===== src/rtl/isa_pkg.sv =====
// rtl/isa_pkg.sv - shared MIPS-subset opcode/funct map and descriptor types
//
// Purpose: op-class enum, opcode and funct constants, NOP word, descriptor
// struct and word-packing helpers shared by the encoder and the control decoder.
// Ports: none (package).

package isa_pkg;

  typedef enum logic [3:0] {
    OPC_ADD  = 4'h0,
    OPC_SUB  = 4'h1,
    OPC_AND  = 4'h2,
    OPC_OR   = 4'h3,
    OPC_XOR  = 4'h4,
    OPC_SLT  = 4'h5,
    OPC_SLL  = 4'h6,
    OPC_SRL  = 4'h7,
    OPC_LW   = 4'h8,
    OPC_SW   = 4'h9,
    OPC_BEQ  = 4'hA,
    OPC_BGT  = 4'hB,
    OPC_XORI = 4'hC,
    OPC_J    = 4'hD
  } op_class_e;

  typedef enum logic [1:0] {
    S_IDLE = 2'd0,
    S_LOAD = 2'd1,
    S_DONE = 2'd2
  } enc_state_e;

  localparam logic [5:0] OP_RTYPE = 6'h00;
  localparam logic [5:0] OP_LW    = 6'h23;
  localparam logic [5:0] OP_SW    = 6'h2B;
  localparam logic [5:0] OP_BEQ   = 6'h04;
  localparam logic [5:0] OP_BGT   = 6'h05;
  localparam logic [5:0] OP_XORI  = 6'h0E;
  localparam logic [5:0] OP_J     = 6'h02;

  localparam logic [5:0] FN_ADD = 6'h20;
  localparam logic [5:0] FN_SUB = 6'h22;
  localparam logic [5:0] FN_AND = 6'h24;
  localparam logic [5:0] FN_OR  = 6'h25;
  localparam logic [5:0] FN_XOR = 6'h26;
  localparam logic [5:0] FN_SLT = 6'h2A;
  localparam logic [5:0] FN_SLL = 6'h00;
  localparam logic [5:0] FN_SRL = 6'h02;

  localparam logic [31:0] NOP_WORD = 32'h0000_0000;

  // op is raw 4 bits so the illegal codes E/F can be carried and detected.
  typedef struct packed {
    logic [3:0]  op;
    logic [4:0]  rs;
    logic [4:0]  rt;
    logic [4:0]  rd;
    logic [4:0]  shamt;
    logic [15:0] imm;
    logic [25:0] target;
  } desc_t;

  function automatic logic [31:0] r_word(input logic [4:0] rs, input logic [4:0] rt,
                                         input logic [4:0] rd, input logic [4:0] shamt,
                                         input logic [5:0] funct);
    return {OP_RTYPE, rs, rt, rd, shamt, funct};
  endfunction

  function automatic logic [31:0] i_word(input logic [5:0] opcode, input logic [4:0] rs,
                                         input logic [4:0] rt, input logic [15:0] imm);
    return {opcode, rs, rt, imm};
  endfunction

endpackage


===== src/rtl/instr_pack.sv =====
// rtl/instr_pack.sv - combinational descriptor-to-instruction-word packer
//
// Purpose: maps one decoded descriptor to its 32-bit encoding; illegal op
// classes produce the NOP word and raise illegal.
// Ports:
//   desc    in  descriptor (op class, register fields, imm, target)
//   word    out encoded instruction word
//   illegal out op class has no encoding

module instr_pack
  import isa_pkg::*;
(
  input  desc_t       desc,
  output logic [31:0] word,
  output logic        illegal
);

  always_comb begin
    word    = NOP_WORD;
    illegal = 1'b0;
    case (desc.op)
      OPC_ADD:  word = r_word(desc.rs, desc.rt, desc.rd, 5'd0, FN_ADD);
      OPC_SUB:  word = r_word(desc.rs, desc.rt, desc.rd, 5'd0, FN_SUB);
      OPC_AND:  word = r_word(desc.rs, desc.rt, desc.rd, 5'd0, FN_AND);
      OPC_OR:   word = r_word(desc.rs, desc.rt, desc.rd, 5'd0, FN_OR);
      OPC_XOR:  word = r_word(desc.rs, desc.rt, desc.rd, 5'd0, FN_XOR);
      OPC_SLT:  word = r_word(desc.rs, desc.rt, desc.rd, 5'd0, FN_SLT);
      // Shifts take their operand from rt; rs is forced to zero.
      OPC_SLL:  word = r_word(5'd0, desc.rt, desc.rd, desc.shamt, FN_SLL);
      OPC_SRL:  word = r_word(5'd0, desc.rt, desc.rd, desc.shamt, FN_SRL);
      OPC_LW:   word = i_word(OP_LW,   desc.rs, desc.rt, desc.imm);
      OPC_SW:   word = i_word(OP_SW,   desc.rs, desc.rt, desc.imm);
      OPC_BEQ:  word = i_word(OP_BEQ,  desc.rs, desc.rt, desc.imm);
      OPC_BGT:  word = i_word(OP_BGT,  desc.rs, desc.rt, desc.imm);
      OPC_XORI: word = i_word(OP_XORI, desc.rs, desc.rt, desc.imm);
      OPC_J:    word = {OP_J, desc.target};
      default: begin
        word    = NOP_WORD;
        illegal = 1'b1;
      end
    endcase
  end

endmodule


===== src/rtl/instr_encoder.sv =====
// rtl/instr_encoder.sv - streaming instruction encoder and program loader
//
// Purpose: accepts descriptors over valid/ready, packs them into words and
// writes them to consecutive instruction-memory addresses from BASE_ADDR.
// Optional feature macro: IENC_CKSUM_EN (running XOR checksum of written words).
// Ports:
//   clk, rst_n                    clock, async active-low reset
//   start                         (re)arm loader at BASE_ADDR
//   in_valid/in_ready/in_last     descriptor handshake, end-of-program marker
//   in_op, in_rs, in_rt, in_rd,
//   in_shamt, in_imm, in_target   descriptor fields
//   imem_we/imem_addr/imem_wdata  instruction-memory write port
//   busy, done, err               LOAD state, DONE state, sticky illegal op
//   count, cksum                  words written and their XOR since start

module instr_encoder
  import isa_pkg::*;
#(
  parameter int ADDR_W    = 10,
  parameter int BASE_ADDR = 0
) (
  input  logic              clk,
  input  logic              rst_n,
  input  logic              start,
  input  logic              in_valid,
  output logic              in_ready,
  input  logic              in_last,
  input  logic [3:0]        in_op,
  input  logic [4:0]        in_rs,
  input  logic [4:0]        in_rt,
  input  logic [4:0]        in_rd,
  input  logic [4:0]        in_shamt,
  input  logic [15:0]       in_imm,
  input  logic [25:0]       in_target,
  output logic              imem_we,
  output logic [ADDR_W-1:0] imem_addr,
  output logic [31:0]       imem_wdata,
  output logic              busy,
  output logic              done,
  output logic              err,
  output logic [ADDR_W:0]   count,
  output logic [31:0]       cksum
);

  localparam logic [ADDR_W-1:0] BASE     = ADDR_W'(BASE_ADDR);
  localparam logic [ADDR_W-1:0] TOP_ADDR = '1;

  enc_state_e        state;
  logic [ADDR_W-1:0] addr_ptr;
  desc_t             desc;
  logic [31:0]       word;
  logic              illegal;
  logic              accept;

  assign desc = '{op: in_op, rs: in_rs, rt: in_rt, rd: in_rd,
                  shamt: in_shamt, imm: in_imm, target: in_target};

  instr_pack u_pack (
    .desc    (desc),
    .word    (word),
    .illegal (illegal)
  );

  // start wins over a descriptor presented in the same cycle.
  assign in_ready = (state == S_LOAD) && !start;
  assign accept   = in_valid && in_ready;

  always_ff @(posedge clk or negedge rst_n) begin
    if (!rst_n) begin
      state      <= S_IDLE;
      busy       <= 1'b0;
      done       <= 1'b0;
      err        <= 1'b0;
      imem_we    <= 1'b0;
      imem_addr  <= BASE;
      imem_wdata <= '0;
      count      <= '0;
      addr_ptr   <= BASE;
    end else begin
      imem_we <= accept;
      if (start) begin
        state    <= S_LOAD;
        busy     <= 1'b1;
        done     <= 1'b0;
        err      <= 1'b0;
        count    <= '0;
        addr_ptr <= BASE;
      end else if (accept) begin
        imem_addr  <= addr_ptr;
        imem_wdata <= word;
        count      <= count + (ADDR_W+1)'(1);
        addr_ptr   <= addr_ptr + ADDR_W'(1);
        if (illegal) err <= 1'b1;
        // Top address ends the load so the pointer never wraps.
        if (in_last || addr_ptr == TOP_ADDR) begin
          state <= S_DONE;
          busy  <= 1'b0;
          done  <= 1'b1;
        end
      end
    end
  end

`ifdef IENC_CKSUM_EN
  logic [31:0] cksum_q;

  always_ff @(posedge clk or negedge rst_n) begin
    if (!rst_n)      cksum_q <= '0;
    else if (start)  cksum_q <= '0;
    else if (accept) cksum_q <= cksum_q ^ word;
  end

  assign cksum = cksum_q;
`else
  assign cksum = '0;
`endif

endmodule

===== config.mk =====
export PLATFORM = sky130hd
export DESIGN_NAME = instr_encoder
export DESIGN_NICKNAME = d
export VERILOG_FILES = /design/src/rtl/isa_pkg.sv /design/src/rtl/instr_pack.sv /design/src/rtl/instr_encoder.sv
export SDC_FILE = /design/constraint.sdc
export NUM_CORES = 1
export LEC_CHECK = 0
export ABC_CLOCK_PERIOD_IN_PS = 2300
export BUFFER_PORTS_ARGS = -buffer_cell sky130_fd_sc_hd__buf_4
export CAP_MARGIN = 0
export CORE_AREA = 2 2 95 97
export CTS_CLUSTER_SIZE = 16
export DETAILED_ROUTE_END_ITERATION = 8
export DIE_AREA = 0 0 97 99
export PLACE_DENSITY = 0.77
export SYNTH_ARGS = -nofsm -noshare
export SYNTH_HDL_FRONTEND = slang
export SYNTH_SLANG_ARGS = --single-unit

===== constraint.sdc =====
create_clock -name clk -period 2.3 [get_ports clk]
set_clock_uncertainty 0.1 [all_clocks]
set_input_delay 0.345 -clock clk [delete_from_list [all_inputs] [get_ports clk]]
set_output_delay 0.345 -clock clk [all_outputs]
set_load 0.03 [all_outputs]

### Word level (Yosys, flattened, before mapping)

Index checks and enable logic that the tools add are counted.

* add/subtract/negate cells: 2
* equal/unequal tests: 16
* muxes and demuxes: 17
* bitwise operators: 1
* reductions and logical operators: 11

Operators with widths (number)
* $pmux 32 s14: 1
* $eq 4x4->1 const B: 6
* $mux 11: 2
* $mux 10: 2
* $eq 4x3->1 const B: 4
* $reduce_or 14->1: 1
* $add 11x1->11 const B: 1
* $add 10x1->10 const B: 1
* $eq 10x10->1 const B: 1
* $mux 1: 9
* $eq 4x2->1 const B: 2
* $mux 2: 3
* $reduce_and 2->1: 3
* $eq 4x1->1 const B: 1
* $logic_not 4->1: 1
* $reduce_bool 2->1: 2
* $eq 2x1->1 const B: 1
* $logic_and 1x1->1: 2
* $ne 2x1->1 const B: 1
* $logic_not 1->1: 1
* $logic_or 1x1->1: 1
* $not 1->1: 1

* flip-flop bits (word level): 69
* bits of input ports: 71
* word-level logic and storage cells: 56

### Longest topological paths before layout

Gate-level depths: netlist of the first run.

* depth after elaboration: 5
* gate-level depth with buffers: 6
* mapped depth without buffers: 4

### By module

Synthesis of the first run repeated with hierarchy kept, for this count alone.

* cell total of the unflattened synthesis: 388
* area total of the unflattened synthesis: 3813.7 sq um

Modules (own cells, without submodules)
* instr_encoder: times used 1, cells each 269, area an instance 3067.9 sq um, seq. area each 1676.6 sq um
* instr_pack: times used 1, cells each 119, area an instance 745.7 sq um, seq. area each 0.0 sq um

### Worst setup path before layout of the first run

Ideal clock, no wire load.

* path type: flip-flop to output port
* start point: register state[0]
* end point: output port in_ready
* data arrival time: 1.430 ns
* data required time: 1.855 ns
* setup slack: 0.425 ns
* cell stages (with the launch flop): 4
* buffers on the path: 1
* cells stage by stage: dfrtp_1 -> buf_2 -> inv_1 -> nor3_1

* cells in the longest elaborated chain, start to end: 2

RTL lines
* start: declaration: line instr_encoder.sv:48 `enc_state_e state;`
* start signal: assignment: line instr_encoder.sv:70 `state <= S_IDLE;`
* start signal: assignment: line instr_encoder.sv:82 `state <= S_LOAD;`
* start signal: assignment: line instr_encoder.sv:96 `state <= S_DONE;`
* $eq 2x1->1: line instr_encoder.sv:65 `assign in_ready = (state == S_LOAD) && !start;`
* $logic_and 1x1->1: line instr_encoder.sv:65
* end: declaration: line instr_encoder.sv:26 `output logic in_ready,`

Every way passes these cells.

### Worst setup path after layout of the first run

* start point: register state[1]
* end point: register imem_wdata[11]

* cells in the longest elaborated chain, start to end: 4

RTL lines
* $eq 2x1->1: line instr_encoder.sv:65
* $logic_and 1x1->1: line instr_encoder.sv:65
* $logic_and 1x1->1: line instr_encoder.sv:66 `assign accept = in_valid && in_ready;`
* $reduce_and 2->1 (no line)
* end signal: assignment: line instr_encoder.sv:90 `imem_wdata <= word;`
* end: declaration: line instr_encoder.sv:37 `output logic [31:0] imem_wdata,`

Every way passes these cells.
A chain may end at the register's enable or synchronous reset.

==> impl_summary.txt, run 1 <==
----------------------------------------------------
[Placement]
  Detailed placer's ending HPWL ... 7.25 mm
  Worst Setup Slack post-DPL ... 0.311 ns
  Routability-driven placement congestion ratio ... 0.832
  Number of buffer cells added on primary ports ... 127
  Number of instances in the placed design ... 633

[Clock tree]
  Clock sink count ... 66
  Master cell of the clock root buffer ... clkbuf_8
  Insertion delay to the later sink of the worst-skew pair ... 0.33 ns
  Post-CTS Setup Repair Bufs ... 0
  Number of buffers inserted during clock tree synthesis ... 9
  Register clock-pin slew on the reported worst setup and hold paths ... 0.07 ns
  Maximum level of the CTS H-tree ... 3
  Count of hold buffers inserted by post-cts repair ... 0
  CTS tree ... built
  Number of buffers between clock root and the deepest sink ... 2
  Cells resized by post-CTS repair ... 0

[Critical path]
  Slowest cell delay on critical path ... 0.46 ns
  Data arrival, critical path ... 2.11 ns
  Crit start category ... register
  Worst flop-to-flop path startpoint ... state[1]
  Worst setup startpoint ... state[1]
  Master of the slowest instance on the critical path ... dfrtp_1
  WS Path Type ... reg2reg
  Required time reported for the critical path endpoint ... 2.42 ns
  Bufs and invs on worst path ... 2
  Maximum net fanout on the critical path ... 15
  Nature of the critical path endpoint ... register
  Ordered list of cells on the worst path ... nand4bb_2 -> inv_2 -> buf_4 -> nor2_1 -> a311oi_1
  Top cell family by delay on the critical path ... buffers and inverters

[Floorplanning]
  Die H ... 99 µm
  FP Rows ... 34
  Floorplan Core Area ... 8550 µm²
  Number of top-level design ports ... 161
  Die outline width ... 97 µm
  Die Area ... 9600 µm²
  Effective utilization at floorplan ... 44.2%

[Global route]
  Vias in the first global route ... 3360
  Largest net degree at the start of global routing ... 67
  Grt total ovfl ... 0
  Initial antenna violation count ... 0
  Most used routing layer ... met2
  All-Layer GR Usage ... 20.0%
  Global routing met1 resource utilization ... 26.0%
  First-pass GRT wire length ... 15.8 mm
  Grt met3 use ... 5.60%
  Global routing met2 resource utilization ... 32.5%

[Cells and area]
  Top library cells by usage in the layout, fill and taps aside ... buf_4, dfrtp_1, nand2_1
  Total Nets Final ... 609
  Most common cell after layout, fill and taps aside ... buf_4
  Signed area change from the synthesized netlist to the final layout ... 27.8%
  Final Core Density ... 56.5%
  Post-route non-filler standard cell count ... 647
  Ant diodes ... 0
  Proportion of layout cells with a drive suffix above 1 ... 30.4%

[Drt]
  Average wire per standard cell ... 15.1 µm
  DR pass1 iterations ... 4
  Remaining number of nets flagged by the antenna check after routing ... 0
  Via/cell ratio ... 5.41
  Wire length after detailed routing ... 9.80 mm
  Number of vias in the routed layout ... 3503
  Detailed Route Iter0 Violations ... 115
  DRC ... 0

[Yosys]
  Count of flip-flops with a built-in enable after synthesis ... 0
  Combined area of all synthesized cells ... 3780 µm²
  Synthesis warning total ... 0
  Share of synthesized registers carrying an async set or reset ... 100%
  Distinct cell type count after synthesis ... 61
  Gate Count Post-Synth ... 418
  Sequential element share of the synthesized area ... 43.7%
  Primary flip-flop cell chosen by synthesis mapping ... dfrtp_1
  Area share of the largest cell type after synthesis ... 43.7%
  Avg Inst Size Synth ... 9.04 µm²
  Flip-flop and latch count after synthesis ... 66
  Yosys top cell by area ... dfrtp_1
  Cell types with the largest area share after synthesis ... dfrtp_1, buf_4, nand2_1

[Timing]
  Final hold vios ... 0
  Setup violations, final ... 0
  Setup slack after layout ... 0.307 ns
  Peak clock frequency supported by timing ... 0.502 GHz
  Crit share post-route ... 86.7%
  Max Transition Viols Final ... 0
  Worst slew margin relative to its limit ... 45.7%
  Unrepaired setup endpoints after global routing ... false
  Sum of negative setup slack ... 0 ns
  Final critical delay including setup and external delays ... 1.99 ns
  Transition at the pin with the smallest max-transition slack ... 0.815 ns

[Power]
  Peak ir drop on the vdd network ... 0.342 mV
  Leakage Power ... 0.00233 µW
  Overall power ... 3230 µW
  Cell area power density ... 669 nW/µm²

[Flow run]
  Max-cap violations ... 0

[Status]
  Outcome ... finished clean

[Hold path]
  Class of the worst hold path ... in2async

----------------------------------------------------
per-layer routing:
layer  routed length, µm  vias to the layer above
met1                3950                     1666
li1                    -                     1658
met4                 128                        0
met5                   0                        -
met2                4900                      166
met3                 816                       13
state kept, by name, summed over array words and instances, names as in the netlist:
signal,cells
imem_addr,10
state,2
imem_we,1
err,1
addr_ptr,10
count,11
imem_wdata,31
synth_stat cells, types with 4 or more instances:
| cell | count |
|---|---|
| nand3_1 | 9 |
| dfrtp_1 | 66 |
| buf_2 | 12 |
| a31oi_1 | 8 |
| xnor2_1 | 4 |
| clkbuf_1 | 13 |
| a22oi_1 | 5 |
| nor2_1 | 35 |
| inv_1 | 11 |
| o31ai_1 | 6 |
| nand2_1 | 46 |
| and4b_1 | 6 |
| and4_1 | 5 |
| nand4b_1 | 4 |
| and3b_1 | 8 |
| a311oi_1 | 5 |
| a21oi_1 | 32 |
| nor2b_1 | 14 |
| mux2_2 | 6 |
| o21ai_0 | 28 |
| buf_4 | 35 |
| a211oi_1 | 6 |
| nor4_1 | 6 |
per-stage QoR:
| stage | hold WS, ns | cell area (µm²) |
|---|---|---|
| floorplan | -0.0506 | 3900 |
| finish | 0.00468 | 4830 |
| global placement | 0.363 | 4670 |
| global route | 0.0684 | 4830 |
| CTS | 0.0404 | 4830 |
| detailed placement | 0.364 | 4670 |
cell families (layout without fill, tap and decap cells):
kind of cell / count (synthesis) / count (layout) / share of synthesized area (%)
compound gates: 106 / 106 / 17.4
xor+xnor: 5 / 5 / 1.16
fa+ha+maj: 2 / 2 / 0.662
buf+inv: 73 / 162 / 11.3
flops: 66 / 66 / 43.7
mux: 9 / 9 / 2.61
other cells: 1 / 33 / 0.0992
simple gates: 156 / 156 / 23.0
report_power, final:
part | internal, µW | total (µW) | switching [µW]
registers | 1290 | 1400 | 105
clock network | 405 | 821 | 416
logic | 379 | 1010 | 631
area by class of cell:
cell class | instances | area (µm²)
Fill cell | 767 | 3720
Multi-Input combinational cell | 311 | 1820
Sequential cell | 66 | 1650
Timing Repair Buffer | 136 | 1020
Clock buffer | 11 | 141
Tap cell | 108 | 135
Inverter | 12 | 45.0
Clock inverter | 3 | 17.5
path summary, 6_finish.rpt:
path	slack (ns)	end	depth (start not counted)
hold / removal	0.005	count[4]	1
setup / recovery	0.31	imem_wdata[11]	5
max in group asynchronous	1.55	imem_wdata[4]	1
hold reg to reg	0.38	imem_addr[4]	2
min in group clk	0.18	imem_wdata[24]	3
setup reg to reg	0.31	imem_wdata[11]	5
Note: power is estimated with default switching activity, not from simulation.
==> inputs of run 2 (changes only) <==
--- a/config.mk
+++ b/config.mk
@@ -8,11 +8,12 @@
 export ABC_CLOCK_PERIOD_IN_PS = 2300
 export BUFFER_PORTS_ARGS = -buffer_cell sky130_fd_sc_hd__buf_4
 export CAP_MARGIN = 0
-export CORE_AREA = 2 2 95 97
+export CORE_AREA = 2 2 96 98
 export CTS_CLUSTER_SIZE = 16
 export DETAILED_ROUTE_END_ITERATION = 8
-export DIE_AREA = 0 0 97 99
-export PLACE_DENSITY = 0.77
+export DIE_AREA = 0 0 98 100
+export PLACE_DENSITY = 0.76
 export SYNTH_ARGS = -nofsm -noshare
 export SYNTH_HDL_FRONTEND = slang
+export SYNTH_HIERARCHICAL = 1
 export SYNTH_SLANG_ARGS = --single-unit
==> impl_summary.txt, run 2 <==
----------------------------------------------------
[Critical path]
  Maximum net fanout on the critical path ... 22 (was 15)
  Worst reg2reg path depth ... 3 (was 5)
  Data arrival, critical path ... 2.11 ns (about the same)
  Crit start category ... register (unchanged)
  WS Path Type ... reg2reg (unchanged)
  Required time reported for the critical path endpoint ... 2.42 ns (about the same)
  Nature of the critical path endpoint ... register (unchanged)

[Cells and area]
  Top library cells by usage in the layout, fill and taps aside ... buf_4, dfrtp_1, nand2_1 (unchanged)
  Post-route non-filler standard cell count ... 621 (was 647)
  Total of fill cells in the finished design ... 804 (was 767)
  Largest registers in the final layout ... imem_wdata x32, count x11 (was imem_wdata x31, count x11)
  Flip-flop count of the largest register, all copies and words added ... 32 (was 31)
  Largest register by flop count ... imem_wdata (unchanged)
  Most common cell after layout, fill and taps aside ... buf_4 (unchanged)
  Signed area change from the synthesized netlist to the final layout ... 29.2% (was 27.8%)
  Total Nets Final ... 578 (was 609)
  Ant diodes ... 0 (unchanged)
  Total area of sequential cells ... 1680 µm² (was 1650 µm²)
  Layout Cell Area excl Fill ... 4930 µm² (was 4830 µm²)
  Multi-input gate area ... 1810 µm² (was 1820 µm²)
  Proportion of layout cells with a drive suffix above 1 ... 37.5% (was 30.4%)

[Global route]
  Vias in the first global route ... 3124 (was 3360)
  Grt total ovfl ... 0 (unchanged)
  All-Layer GR Usage ... 19.1% (was 20.0%)
  First-pass GRT wire length ... 15.3 mm (was 15.8 mm)
  Largest net degree at the start of global routing ... 68 (was 67)
  Initial antenna violation count ... 0 (unchanged)

[Yosys]
  Cell types with the highest counts after synthesis ... dfrtp_1, nand2_1, buf_4 (was dfrtp_1, nand2_1, buf_4, nor2_1, a21oi_1)
  Cell types with the largest area share after synthesis ... dfrtp_1, mux2_2, buf_4 (was dfrtp_1, buf_4, nand2_1)
  Gate Count Post-Synth ... 388 (was 418)
  Flip-flop and latch count after synthesis ... 67 (was 66)
  Share of synthesized registers carrying an async set or reset ... 100% (unchanged)
  Cell with the most instances after synthesis ... dfrtp_1 (unchanged)
  Combined area of all synthesized cells ... 3810 µm² (was 3780 µm²)
  Primary flip-flop cell chosen by synthesis mapping ... dfrtp_1 (unchanged)
  Sequential element share of the synthesized area ... 44.0% (was 43.7%)
  Yosys top cell by area ... dfrtp_1 (unchanged)
  Avg Inst Size Synth ... 9.83 µm² (was 9.04 µm²)
  Distinct cell type count after synthesis ... 55 (was 61)
  Area share of the largest cell type after synthesis ... 44.0% (was 43.7%)
  Count of flip-flops with a built-in enable after synthesis ... 0 (unchanged)
  Synthesis warning total ... 6 (was 0)

[Timing]
  Sum of negative setup slack ... 0 ns (unchanged)
  Unrepaired setup endpoints after global routing ... false (unchanged)
  Setup violations, final ... 0 (unchanged)
  Peak clock frequency supported by timing ... 0.503 GHz (was 0.502 GHz)
  Final hold vios ... 0 (unchanged)
  Max Transition Viols Final ... 0 (unchanged)
  Crit share post-route ... 86.4% (was 86.7%)
  Final critical delay including setup and external delays ... 1.99 ns (about the same)
  Worst slew margin relative to its limit ... 43.1% (was 45.7%)
  Transition at the pin with the smallest max-transition slack ... 0.854 ns (was 0.815 ns)

[Drt]
  Remaining number of nets flagged by the antenna check after routing ... 0 (unchanged)
  DRC ... 0 (unchanged)
  Via/cell ratio ... 5.16 (was 5.41)
  Number of vias in the routed layout ... 3204 (was 3503)
  Average wire per standard cell ... 14.8 µm (was 15.1 µm)
  Detailed Route Iter0 Violations ... 163 (was 115)
  DR pass1 iterations ... 4 (unchanged)
  Wire length after detailed routing ... 9.21 mm (was 9.80 mm)

[Clock tree]
  Number of buffers inserted during clock tree synthesis ... 9 (unchanged)
  Maximum level of the CTS H-tree ... 3 (unchanged)
  Number of buffers between clock root and the deepest sink ... 2 (unchanged)
  Count of hold buffers inserted by post-cts repair ... 0 (unchanged)
  Clock sink count ... 67 (was 66)
  Master cell of the clock root buffer ... clkbuf_8 (unchanged)
  CTS tree ... built (unchanged)
  Register clock-pin slew on the reported worst setup and hold paths ... 0.08 ns (was 0.07 ns)
  Insertion delay to the later sink of the worst-skew pair ... 0.33 ns (about the same)
  Cells resized by post-CTS repair ... 0 (unchanged)
  Post-CTS Setup Repair Bufs ... 0 (unchanged)

[Floorplanning]
  Die H ... 100 µm (was 99 µm)
  Die outline width ... 98 µm (was 97 µm)
  FP Rows ... 35 (was 34)
  Floorplan Core Area ... 8890 µm² (was 8550 µm²)
  Die Area ... 9800 µm² (was 9600 µm²)
  Number of top-level design ports ... 161 (unchanged)
  Effective utilization at floorplan ... 42.9% (was 44.2%)

[Power]
  Leakage Power ... 0.00241 µW (was 0.00233 µW)
  Cell area power density ... 725 nW/µm² (was 669 nW/µm²)
  Peak ir drop on the vdd network ... 0.426 mV (was 0.342 mV)

[Flow run]
  Max-cap violations ... 0 (unchanged)

[Placement]
  Routability-driven placement congestion ratio ... 0.842 (was 0.832)
  Instance area after placement ... 4680 µm² (was 4670 µm²)
  Number of buffer cells added on primary ports ... 128 (was 127)
  Detailed placer's ending HPWL ... 6.73 mm (was 7.25 mm)
  Number of instances in the placed design ... 605 (was 633)

[Status]
  Outcome ... finished clean (unchanged)

[Hold path]
  Class of the worst hold path ... in2async (unchanged)

----------------------------------------------------
[run 2: final timing paths]
| kind | from | end | slack, ns |
|---|---|---|---|
| setup / recovery | state[1] | count[7] | 0.31 |
| hold / removal | rst_n | imem_wdata[14] | 0.01 |
| setup reg to reg | state[1] | count[7] | 0.31 |
| hold reg to reg | imem_addr[3] | imem_addr[3] | 0.38 |
| max in group asynchronous | rst_n | imem_wdata[3] | 1.52 |
| min in group clk | in_last | state[1] | 0.15 |
[run 2: kinds of logic (layout without fill, tap and decap cells)]
family          Yosys count  in the layout  synth area share, %
other cells               2             33                0.197
simple gates            124            124                 17.0
xor+xnor                  5              5                 1.15
mux                      40             40                 11.7
fa+ha+maj                 2              2                0.656
buf+inv                  72            163                 11.6
flops                    67             67                 44.0
compound gates           76             76                 13.6
[run 2: layer usage]
layer  vias up  GRT usage (%)  share of wire [%]
met5         -              0                  0
met4         0           6.62                1.8
met3        14           3.69                5.5
met2       106           31.6                 51
met1      1548           25.4                 42
li1       1536              -                  -
[run 2: stage by stage]
step | total power, µW | worst slack [ns] | hold slack (ns) | utilization, %
after floorplan | 2050 | 0.439 | -0.0506 | -
final | 3570 | 0.314 | 0.0136 | 55.4
after detailed placement | 2400 | 0.322 | 0.364 | 52.6
after CTS | 3620 | 0.319 | 0.0506 | 55.4
after global placement | 2380 | 0.391 | 0.363 | 52.6
after global routing | 3750 | 0.155 | 0.0784 | 55.4
[run 2: where the power goes]
part           leakage (µW)  internal, µW  switching (µW)
clock network      0.000120           728             478
logic               0.00141           399             582
registers          0.000879          1300            79.2
total               0.00241          2430            1140
[run 2: worst max-delay path, cell delays in order (launching register included)]
cell and delay (ns):
dfrtp_1 0.45, nand3b_2 0.52, nor4_1 0.43, mux2_2 0.37
[run 2: cell type report]
| type | count | share of cell area (%) |
|---|---|---|
| clock inverter | 7 | 2.51 |
| tap | 111 | 2.82 |
| timing repair buffer | 130 | 20.1 |
| multi-input combinational | 280 | 36.8 |
| sequential | 67 | 34.0 |
| inverter | 17 | 1.30 |
| clock buffer | 9 | 2.51 |
